--- src/rtl/gnn_mac_sched.sv ---
// gnn_mac_sched: time-multiplexed GNN node evaluator (4 features -> 4 hidden
// -> 2 outputs) built around one shared 5x5-bit signed multiply-accumulate.
// Layer 1 takes 16 cycles and layer 2 takes 8. The result is then held until
// the consumer accepts it.
//
// Ports:
//   clk, rst_n          clock, asynchronous active-low reset
//   w_we/w_addr/w_data  weight write port, honoured only in IDLE
//                       (0..15 -> w1[i][j] at i*4+j, 16..23 -> w2[j][k] at
//                       16+j*2+k, 24..31 ignored)
//   in_valid/in_ready   node input handshake; in_x packs x0..x3 (5-bit
//                       signed each, x0 in [4:0]); in_node is the tag
//   out_valid/out_ready result handshake; out0/out1 are 21-bit signed and
//                       out_node is the tag returned with them
//   busy                high while a node is being evaluated or held
//
// Build option: define GNN_RELU_EN to clamp hidden values at zero (ReLU).
module gnn_mac_sched (
    input  logic        clk,
    input  logic        rst_n,
    input  logic        w_we,
    input  logic [4:0]  w_addr,
    input  logic [4:0]  w_data,
    input  logic        in_valid,
    output logic        in_ready,
    input  logic [19:0] in_x,
    input  logic [1:0]  in_node,
    output logic        out_valid,
    input  logic        out_ready,
    output logic [20:0] out0,
    output logic [20:0] out1,
    output logic [1:0]  out_node,
    output logic        busy
);

    typedef enum logic [1:0] {IDLE, L1, L2, OUT} state_t;
    state_t state, state_nx;

    logic [4:0]  w1 [16];
    logic [4:0]  w2 [8];
    logic [4:0]  x  [4];
    logic [11:0] h  [4];
    logic [1:0]  node;
    logic [3:0]  cnt;
    logic [18:0] acc;

    logic [11:0] mac_a;
    logic [4:0]  mac_b;
    logic [16:0] prod;
    logic [18:0] sum;
    logic [11:0] h_new;

    always_ff @(posedge clk or negedge rst_n) begin
        if (!rst_n) state <= IDLE;
        else        state <= state_nx;
    end

    always_comb begin
        state_nx  = state;
        in_ready  = 1'b0;
        out_valid = 1'b0;
        busy      = 1'b0;
        case (state)
            IDLE: begin
                in_ready = 1'b1;
                if (in_valid) state_nx = L1;
            end
            L1: begin
                busy = 1'b1;
                if (cnt == 4'd15) state_nx = L2;
            end
            L2: begin
                busy = 1'b1;
                if (cnt[2:0] == 3'd7) state_nx = OUT;
            end
            OUT: begin
                busy      = 1'b1;
                out_valid = 1'b1;
                if (out_ready) state_nx = IDLE;
            end
            default: state_nx = IDLE;
        endcase
    end

    // Operand select for the shared MAC. L1: c = {j,i}, weight index i*4+j.
    // L2: c = {k,j}, weight index j*2+k.
    always_comb begin
        mac_a = '0;
        mac_b = '0;
        case (state)
            L1: begin
                mac_a = {{7{x[cnt[1:0]][4]}}, x[cnt[1:0]]};
                mac_b = w1[{cnt[1:0], cnt[3:2]}];
            end
            L2: begin
                mac_a = h[cnt[1:0]];
                mac_b = w2[{cnt[1:0], cnt[2]}];
            end
            default: ;
        endcase
    end

    // True products always fit in 17 bits, so truncating the 17x17 product is exact.
    assign prod = $signed({{5{mac_a[11]}}, mac_a}) * $signed({{12{mac_b[4]}}, mac_b});
    assign sum  = acc + {{2{prod[16]}}, prod};

    always_comb begin
`ifdef GNN_RELU_EN
        h_new = sum[18] ? '0 : sum[11:0];
`else
        h_new = sum[11:0];
`endif
    end

    always_ff @(posedge clk or negedge rst_n) begin
        if (!rst_n) begin
            w1       <= '{default: '0};
            w2       <= '{default: '0};
            x        <= '{default: '0};
            h        <= '{default: '0};
            node     <= '0;
            cnt      <= '0;
            acc      <= '0;
            out0     <= '0;
            out1     <= '0;
            out_node <= '0;
        end else begin
            if (state == IDLE && w_we) begin
                if (!w_addr[4])     w1[w_addr[3:0]] <= w_data;
                else if (!w_addr[3]) w2[w_addr[2:0]] <= w_data;
            end
            case (state)
                IDLE: begin
                    if (in_valid) begin
                        x[0] <= in_x[4:0];
                        x[1] <= in_x[9:5];
                        x[2] <= in_x[14:10];
                        x[3] <= in_x[19:15];
                        node <= in_node;
                        acc  <= '0;
                        cnt  <= '0;
                    end
                end
                L1: begin
                    // Wraps 15 -> 0, which is exactly the L2 start count.
                    cnt <= cnt + 4'd1;
                    if (cnt[1:0] == 2'd3) begin
                        h[cnt[3:2]] <= h_new;
                        acc         <= '0;
                    end else begin
                        acc <= sum;
                    end
                end
                L2: begin
                    cnt <= cnt + 4'd1;
                    if (cnt[1:0] == 2'd3) begin
                        if (cnt[2]) begin
                            out1     <= {{2{sum[18]}}, sum};
                            out_node <= node;
                        end else begin
                            out0 <= {{2{sum[18]}}, sum};
                        end
                        acc <= '0;
                    end else begin
                        acc <= sum;
                    end
                end
                default: ;
            endcase
        end
    end

endmodule

--- config.mk ---
export PLATFORM = sky130hd
export DESIGN_NAME = gnn_mac_sched
export DESIGN_NICKNAME = d
export VERILOG_FILES = /design/src/rtl/gnn_mac_sched.sv
export SDC_FILE = /design/constraint.sdc
export NUM_CORES = 1
export LEC_CHECK = 0
export ABC_AREA = 1
export CORE_MARGIN = 2
export CORE_UTILIZATION = 40
export DETAILED_ROUTE_END_ITERATION = 16
export HOLD_SLACK_MARGIN = 0.08
export SLEW_MARGIN = 10
export SYNTH_ARGS = -nofsm -noshare
export SYNTH_HDL_FRONTEND = slang
export SYNTH_SLANG_ARGS = --single-unit
--- constraint.sdc ---
create_clock -name clk -period 9.8 [get_ports clk]
set_input_delay 1.96 -clock clk [delete_from_list [all_inputs] [get_ports clk]]
set_output_delay 1.96 -clock clk [all_outputs]
set_load 0.02 [all_outputs]
==> Word-level counts from Yosys, hierarchy flattened <==
Index checks and enable logic that the tools add are counted.
{ "classes": {"n_mul": 1, "mux": 36, "bitwise": 9, "magnitude_cmp": 9, "eq_ne": 10, "n_reduce_logical": 16, "add_sub_neg": 2} }
{ "ops": {"columns": ["op", "count"], "rows": [
  ["bitwise mux 80 bit", 1],
  ["bitwise mux 48 bit", 1],
  ["bitwise mux 40 bit", 1],
  ["two-way mux 5 bit", 8],
  ["two-way mux 19 bit", 2],
  ["case mux 19 bit (2 select lines)", 1],
  ["two-way mux 12 bit", 3],
  ["binary-select mux 12 bit (select 2 bit)", 1],
  ["demux 12 bit (select 2 bit)", 1],
  ["case mux 12 bit (2 select lines)", 1],
  ["binary-select mux 5 bit (select 4 bit)", 1],
  ["demux 5 bit (select 4 bit)", 1],
  ["adder 19 bit", 1],
  ["multiplier 12 x 5 -> 17 bit", 1],
  ["binary-select mux 5 bit (select 3 bit)", 1],
  ["demux 5 bit (select 3 bit)", 1],
  ["binary-select mux 5 bit (select 2 bit)", 1],
  [">= comparator 5 bit (second input constant)", 2],
  ["inverter 4 -> 5 bit", 2],
  ["case mux 5 bit (2 select lines)", 1],
  ["AND reduction 3 bit", 3],
  [">= comparator 4 bit (second input constant)", 2],
  ["two-way mux 2 bit", 4],
  ["inequality test 2 bit (second input constant)", 4],
  ["23 further kinds", 38]
]} }
{ "totals": {"output_inout_bits": 47, "inputBits": 37, "regBits": 255, "word_cells": 122} }

==> Logic depth before layout (Yosys ltp) <==
Gate-level depths: netlist of the first run.
{ "depth": {"ltp_word": 9, "depth_mapped": 40, "mapped_depth_nobuf": 37} }

==> Least setup slack after synthesis of the first run <==
OpenSTA, ideal clock, no wires.
{ "synth_path": {"path_type": "flip-flop to flip-flop", "startpoint": "register cnt[2]", "endpoint": "register out1[14]", "path_buffers": 3, "setup_slack_ns": 4.089, "setup_time_ns": 0.118, "synth_period_minus_slack_ns": 5.711, "required_ns": 9.682, "arrival_ns": 5.593, "path_stages_with_launch": 37, "cell_sequence": "dfrtp_1 buf_4 nand2_2 inv_2 buf_4 a22oi_1 nand4_1 nand3_1 nand2_1 nand2_1 nand2_1 nand2_1 buf_6 nor2_1 fa_1 fa_1 inv_1 fa_1 inv_1 ha_1 a21o_1 nand2_1 and3_1 o21ai_0 a21oi_1 inv_1 nand2_1 nand2_1 inv_1 ha_1 a21oi_1 o21ai_0 nor2_1 o21ai_0 or2_2 nand3_1 nand2_1"} }
{ "synth_via": {"elab_chain_len": 7, "word_cells_on_any_way": 12, "cone_classes": "add/sub: 1; mul: 1; mux: 7; bitwise: 2; reduce/logical: 1"} }
{ "synth_rtl": {"columns": ["item", "line_no", "rtl"], "rows": [
  ["start, declared", "44", "logic [3:0] cnt;"],
  ["start signal, assigned", "146", "cnt <= cnt + 4'd1;"],
  ["start signal, assigned", "155", "cnt <= cnt + 4'd1;"],
  ["inverter 4 -> 5 bit (not written as such) or inverter 3 -> 4 bit (tied branches)", "93, 97", null],
  ["binary-select mux 5 bit (select 4 bit) or binary-select mux 5 bit (select 3 bit) (tied branches)", "93, 97", null],
  ["two-way mux 5 bit (on tied branches) (2 in series)", "93, 97", null],
  ["case mux 5 bit (2 select lines)", "90", "case (state)"],
  ["multiplier 12 x 5 -> 17 bit", "104", "assign prod = $signed({{5{mac_a[11]}}, mac_a}) * $signed({{12{mac_b[4]}}, mac_b});"],
  ["adder 19 bit", "105", "assign sum = acc + {{2{prod[16]}}, prod};"],
  ["end signal, assigned", "158", "out1 <= {{2{sum[18]}}, sum};"],
  ["end, declared", "31", "output logic [20:0] out1,"]
]} }
Parallel ways exist; a longest one is shown, timed or not. The select of a mux whose other input is x is not followed.
A chain may end at the register's enable or synchronous reset.

==> Worst setup path in the final report of the first run <==
{ "layout_path": {"startpoint": "register cnt[2]", "endpoint": "register out0[14]"} }
{ "layout_via": {"elab_chain_len": 7, "word_cells_on_any_way": 13, "cone_classes": "add/sub: 1; mul: 1; mux: 7; bitwise: 3; reduce/logical: 1"} }
{ "layout_rtl": {"columns": ["item", "line_no", "rtl"], "rows": [
  ["inverter 4 -> 5 bit (not written as such) or inverter 3 -> 4 bit (tied branches)", "93, 97", null],
  ["binary-select mux 5 bit (select 4 bit) or binary-select mux 5 bit (select 3 bit) (tied branches)", "93, 97", null],
  ["two-way mux 5 bit (on tied branches) (2 in series)", "93, 97", null],
  ["case mux 5 bit (2 select lines)", "90", null],
  ["multiplier 12 x 5 -> 17 bit", "104", null],
  ["adder 19 bit", "105", null],
  ["end signal, assigned", "161", "out0 <= {{2{sum[18]}}, sum};"],
  ["end, declared", "30", "output logic [20:0] out0,"]
]} }
Parallel ways exist; a longest one is shown, timed or not. The select of a mux whose other input is x is not followed.

==> results of run 1 <==
==> critical path: cells and delay by family, from the launching register on <==
kind	cells	cell delay [ns]
DFF	1	0.78
and+or+nand+nor	12	1.65
buffers and inverters	6	0.88
AOI/OAI and AO/OA	9	1.82
adders and majority gates	5	2.21
==> metrics by stage <==
step                      std cells  setup slack (ns)  power (uW)  hold WS (ns)  area [um^2]
after floorplan                1797              4.09        3460         0.442        14500
after global placement         2278              2.55        4320         0.457        15600
after detailed placement       2278              2.37        4360         0.461        15600
after CTS                      2332              2.36        5540         0.477        16700
after global routing           2332              1.75        5970         0.503        16700
final                          2332              2.32        5510         0.476        16700
==> final cells by class <==
class	count	area, um^2	share of cell area (%)
multi-input cells	1312	7180	43.0
flip-flops and latches	255	6380	38.3
repair buffers	96	933	5.60
clock buffers	44	882	5.29
inverters	154	578	3.47
well taps	461	577	3.46
clock inverters	10	143	0.856
==> cell families after synthesis <==
family	Yosys count	share of synthesized area, %
DFF	255	44.0
buffers and inverters	230	6.47
adders and majority gates	95	10.3
AOI/OAI and AO/OA	392	15.5
xor gates and xnor gates	18	1.09
and+or+nand+nor	807	22.7
==> placed cells by master (no fill, tap or decap), types with 14 or more instances in the layout <==
cell	instances
clkdlybuf4s50_1	82
ha_1	55
o21ai_0	220
o22ai_1	14
nand4_1	25
o21ai_1	14
a21boi_1	25
clkbuf_16	29
nand2_1	577
dfrtp_1	254
nor2_1	94
fa_1	40
inv_1	146
a21oi_1	59
nand3_1	85
==> layer usage <==
| metal | wire, um | vias up |
|---|---|---|
| met5 | 0 | - |
| met2 | 18100 | 317 |
| li1 | - | 5978 |
| met3 | 1840 | 80 |
| met4 | 1100 | 0 |
| met1 | 18600 | 5925 |
==> flip-flops by register name, indices dropped and copies added (netlist names) <==
name	flops
w2	40
out0	19
state	2
cnt	4
out1	19
node	2
x	20
out_node	2
acc	19
h	48
w1	80
==> power breakdown <==
group / internal, uW / switching, uW / leakage [uW] / total [uW]
clock network: 699 / 463 / 0.000507 / 1160
logic: 904 / 1840 / 0.00420 / 2740
registers: 1410 / 207 / 0.00339 / 1610
==> worst min path at each step <==
stage / start / to / cells past startpoint
global route: out1[12] / out1[12] / 2
global placement: x[10] / x[10] / 2
CTS: x[10] / x[10] / 2
finish: node[1] / out_node[1] / 2
detailed placement: x[10] / x[10] / 2
floorplan: node[1] / out_node[1] / 2
==> impl_metrics.py, run 1 <==
metrics = {
    "floorplanning": {
        "initial_utilization_pct": 40.7,
        "rows": 69,
        "dieArea_um2": 37800,
        "core_um2": 35700,
        "die_w_um": 194,
        "die_y_um": 194,
        "io_pins": 84,
    },
    "clocking": {
        "root_buffer": "clkbuf_16",
        "post-cts-setup-buffers": 0,
        "cts_hold_buf": 0,
        "clkLatencyLatePin_ns": 0.59,
        "clkSinkCount": 255,
        "cts_tree": "built",
        "numCtsBuffers": 29,
        "cts-resized-gates": 0,
        "clk_pin_slew_worst_paths_ns": 0.06,
        "clockBufferDepth": 3,
        "htree_levels": 1,
    },
    "worst_setup_path": {
        "r2r_start": "cnt[2]",
        "crit_path_frequent_cell": "nand2_1",
        "cp_slowest_cell": "dfrtp_1",
        "worst-r2r-setup-slack_ns": 2.32,
        "crit_path_end_kind": "flip-flop",
        "crit_end": "out0[14]",
        "critPathMaxFanout": 28,
        "setup.worst_path.start": "cnt[2]",
        "slowest_delay_ns": 0.78,
        "start_kind": "flip-flop",
        "cp.required_ns": 10.26,
        "crit_type": "reg2reg",
        "cp.arrival_ns": 7.93,
        "reg2reg_to": "out0[14]",
        "rr_worst_depth": 32,
    },
    "sta": {
        "slew_violations": 0,
        "finalSetupViolCount": 0,
        "max_freq_ghz": 0.134,
        "setup_tns_ns": 0,
        "worstMarginPinSlew_ns": 1.17,
        "fin_crit_sh_pct": 76.3,
        "finClkSkew_ns": 0.0192,
        "hold_viol": 0,
        "rsz0062_at_grt": "false",
        "max_slew_margin_pct": 21.5,
        "period_minus_slack_ns": 7.48,
    },
    "global_route": {
        "grt_util_met1_pct": 29.7,
        "grt_pass1_wl_um": 65600,
        "track_usage_pct": 21.4,
        "use_met2_pct": 34.7,
        "busiest_layer": "met2",
        "grt_util_met3_pct": 3.02,
        "grt_max_degree": 120,
        "grt_overflow": 0,
        "antenna_found_initial": 0,
        "grt_pass1_vias": 12300,
    },
    "synth": {
        "yosys-top-cells-count": "nand2_1, dfrtp_1, o21ai_0, inv_1, nor2_1",
        "yosysMostFrequentCell": "nand2_1",
        "ys_warn_count": 0,
        "synth-edff-count": 0,
        "synth_seq_cells": 255,
        "synth_seq_area_share_pct": 44.0,
        "synth_cell_types": 46,
        "syn_inst": 1797,
        "avgSynthCellArea_um2": 8.07,
        "yosys_most_used_dff": "dfrtp_1",
        "synthesis.nets": 1929,
        "netlist_area_um2": 14500,
        "synthTopCellsByArea": "dfrtp_1, nand2_1, o21ai_0",
        "synth_top_cell_area_share_pct": 44.0,
        "yosysTopAreaCell": "dfrtp_1",
        "ys_async_sr_fraction_pct": 100,
    },
    "flow_run": {
        "maxCapViolCount": 0,
    },
    "final_layout": {
        "fillCellCount": 3517,
        "drive_gt1_share_pct": 5.13,
        "n_antenna_cell": 0,
        "area.growth.synth_to_final_pct": 15.0,
        "final_util_pct": 46.8,
        "finalNetCount": 1980,
    },
    "placement": {
        "globalplace.congestion": 0.906,
        "io_buffers": 83,
        "dp_hpwl_um": 27200,
    },
    "power": {
        "p_leak_uw": 0.00810,
        "power_density_nw_per_um2": 331,
        "ir_drop_mv": 0.160,
    },
    "drt": {
        "drcViolationCount": 3,
        "vias": 12300,
        "detail_route.vias_per_cell": 5.27,
        "wire_per_inst_um": 17.0,
        "drtAntennaViolNets": 0,
        "drt-total-wl_um": 39600,
        "drt_iter0_drc": 808,
        "drt_pass1_iterations": 12,
    },
    "min_path": {
        "hp-class": "reg2reg",
    },
    "outcome": {
        "status": "finished with violations",
        "violations": "design-rule violations",
    },
}
(Power assumes the default switching activity.)
==> inputs of run 2 (changes only) <==
==> constraint.sdc (replaced) <==
create_clock -name clk -period 7.05 [get_ports clk]
set_input_delay 1.41 -clock clk [delete_from_list [all_inputs] [get_ports clk]]
set_output_delay 1.41 -clock clk [all_outputs]
set_load 0.02 [all_outputs]
==> impl_metrics.py, run 2 (synthesized netlist as in run 1, its figures left out) <==
metrics = {
    "worst_setup_path": {
        "critPathMaxFanout": 23,
        "start_kind": "flip-flop",
        "setup.worst_path.start": "cnt[0]",
        "r2r_start": "cnt[0]",
        "crit_path_frequent_cell": "nand2_1",
        "cp_slowest_cell": "dfrtp_4",
        "worst-r2r-setup-slack_ns": 0.52,
        "crit_type": "reg2reg",
        "rr_worst_depth": 29,
        "path_depth": 29,
        "slowest_delay_ns": 0.59,
        "crit_end": "acc[14]",
        "reg2reg_to": "acc[14]",
        "cp_top_family": "adder cells",
        "cp.required_ns": 7.50,
        "critPathBufInv": 5,
        "crit_path_end_kind": "flip-flop",
        "cp.arrival_ns": 6.98,
    },
    "drt": {
        "detail_route.vias_per_cell": 5.19,
        "vias": 12200,
        "drtAntennaViolNets": 0,
        "wire_per_inst_um": 16.6,
        "drt_pass1_iterations": 7,
        "drt-total-wl_um": 39100,
        "drcViolationCount": 0,
        "drt_iter0_drc": 758,
    },
    "sta": {
        "slew_violations": 0,
        "fin_crit_sh_pct": 92.6,
        "finalSetupViolCount": 0,
        "period_minus_slack_ns": 6.53,
        "worstMarginPinSlew_ns": 1.16,
        "finClkSkew_ns": 0.0103,
        "worst_slack_ns": 0.524,
        "hold_viol": 0,
        "max_freq_ghz": 0.153,
        "max_slew_margin_pct": 22.8,
    },
    "clocking": {
        "clkLatencyLatePin_ns": 0.57,
        "cts_tree": "built",
        "htree_levels": 1,
        "root_buffer": "clkbuf_16",
        "clk_pin_slew_worst_paths_ns": 0.06,
        "cts_hold_buf": 0,
        "clkSinkCount": 255,
        "clockBufferDepth": 3,
        "numCtsBuffers": 29,
    },
    "power": {
        "seqPwrFrac_pct": 29.4,
        "p_int_uw": 4150,
        "ir_drop_mv": 0.318,
        "p_sw_share_pct": 45.6,
        "comb_power_share_pct": 51.3,
        "p_leak_uw": 0.00816,
        "p_clk_share_pct": 19.3,
        "power_density_nw_per_um2": 455,
        "p_sw_uw": 3490,
    },
    "placement": {
        "io_buffers": 83,
        "pre_cts_slack_ns": 0.301,
        "dp_cells": 2295,
        "dp_hpwl_um": 27100,
        "globalplace.congestion": 0.890,
    },
    "floorplanning": {
        "rows": 69,
        "io_pins": 84,
        "initial_utilization_pct": 40.7,
        "die_y_um": 194,
        "die_w_um": 194,
        "dieArea_um2": 37800,
        "core_um2": 35700,
    },
    "final_layout": {
        "fillCellCount": 3481,
        "regMostFlops": "w1",
        "area.growth.synth_to_final_pct": 15.9,
        "n_antenna_cell": 0,
        "finalNetCount": 2002,
        "largest_registers": "w1 (80), h (48), w2 (40)",
        "layout_common_cells": "nand2_1, dfrtp_1, o21ai_0",
        "drive_gt1_share_pct": 6.50,
        "fin_cells": 2354,
        "layout_commonest_cell": "nand2_1",
        "regArea_um2": 6380,
        "multi_input_area_um2": 7220,
        "largest_register_ffs": 80,
    },
    "outcome": {
        "status": "completed",
    },
    "global_route": {
        "grt_pass1_wl_um": 64600,
        "grt_max_degree": 144,
        "grt_overflow": 0,
        "grt_pass1_vias": 12000,
        "antenna_found_initial": 0,
        "track_usage_pct": 21.0,
    },
    "min_path": {
        "hp-class": "reg2reg",
    },
    "flow_run": {
        "maxCapViolCount": 0,
    },
}
-- run 2: worst min-delay path by stage --
stage	start	end	slack, ns	cells after the start
floorplan	node[1]	out_node[1]	0.44	2
global placement	x[10]	x[10]	0.46	2
detailed placement	x[10]	x[10]	0.46	2
CTS	x[10]	x[10]	0.48	2
global route	x[11]	x[11]	0.49	2
finish	x[11]	x[11]	0.47	2
-- run 2: worst register-to-register path: cells and delay by family, from the launching register on --
kind,cells,cell delay (ns)
adder cells (fa/ha/maj),5,2.21
AO/OA/AOI/OAI,10,1.90
buffers and inverters,5,0.48
flip-flops,1,0.59
AND/OR/NAND/NOR,9,1.25
-- run 2: cell type report --
| type | instances | share of cell area (%) |
|---|---|---|
| multi-input combinational | 1312 | 42.9 |
| tap | 461 | 3.43 |
| sequential | 255 | 38.0 |
| clock inverter | 14 | 0.744 |
| inverter | 154 | 3.47 |
| timing repair buffer | 118 | 6.61 |
| clock buffer | 40 | 4.80 |
-- run 2: layer usage --
metal | vias up | part of all wire (%) | GRT usage, % | routed length [um]
met5 | - | 0 | 0 | 0
met4 | 0 | 2.2 | 5.01 | 845
met3 | 61 | 5.2 | 2.98 | 2030
met2 | 307 | 46 | 33.9 | 17800
met1 | 5831 | 47 | 30.0 | 18400
li1 | 6026 | - | - | -
-- run 2: repair_timing --
action	in CTS	in global routing
setup endpoints to repair	0	29
setup buffers	0	5
resized for setup	0	15
-- run 2: power by group through the flow --
stage / combinational (uW) / sequential [uW] / clock [uW]
after floorplan: 2520 / 2290 / 0
after global placement: 3830 / 2250 / 0
after detailed placement: 3880 / 2260 / 0
after CTS: 3900 / 2240 / 1520
after global routing: 4430 / 2300 / 1570
final: 3920 / 2250 / 1470
-- run 2: stage by stage --
step | hold slack [ns] | total power (uW) | TNS [ns] | utilization (%) | cell area (um^2)
2_1_floorplan | 0.442 | 4810 | 0 | - | 14500
3_3_place_gp | 0.457 | 6070 | 0 | 44.3 | 15800
3_5_place_dp | 0.460 | 6140 | 0 | 44.3 | 15800
4_1_cts | 0.477 | 7650 | 0 | 46.9 | 16700
5_1_grt | 0.494 | 8310 | -0.000305 | 47.1 | 16800
6_report | 0.474 | 7640 | 0 | 47.1 | 16800
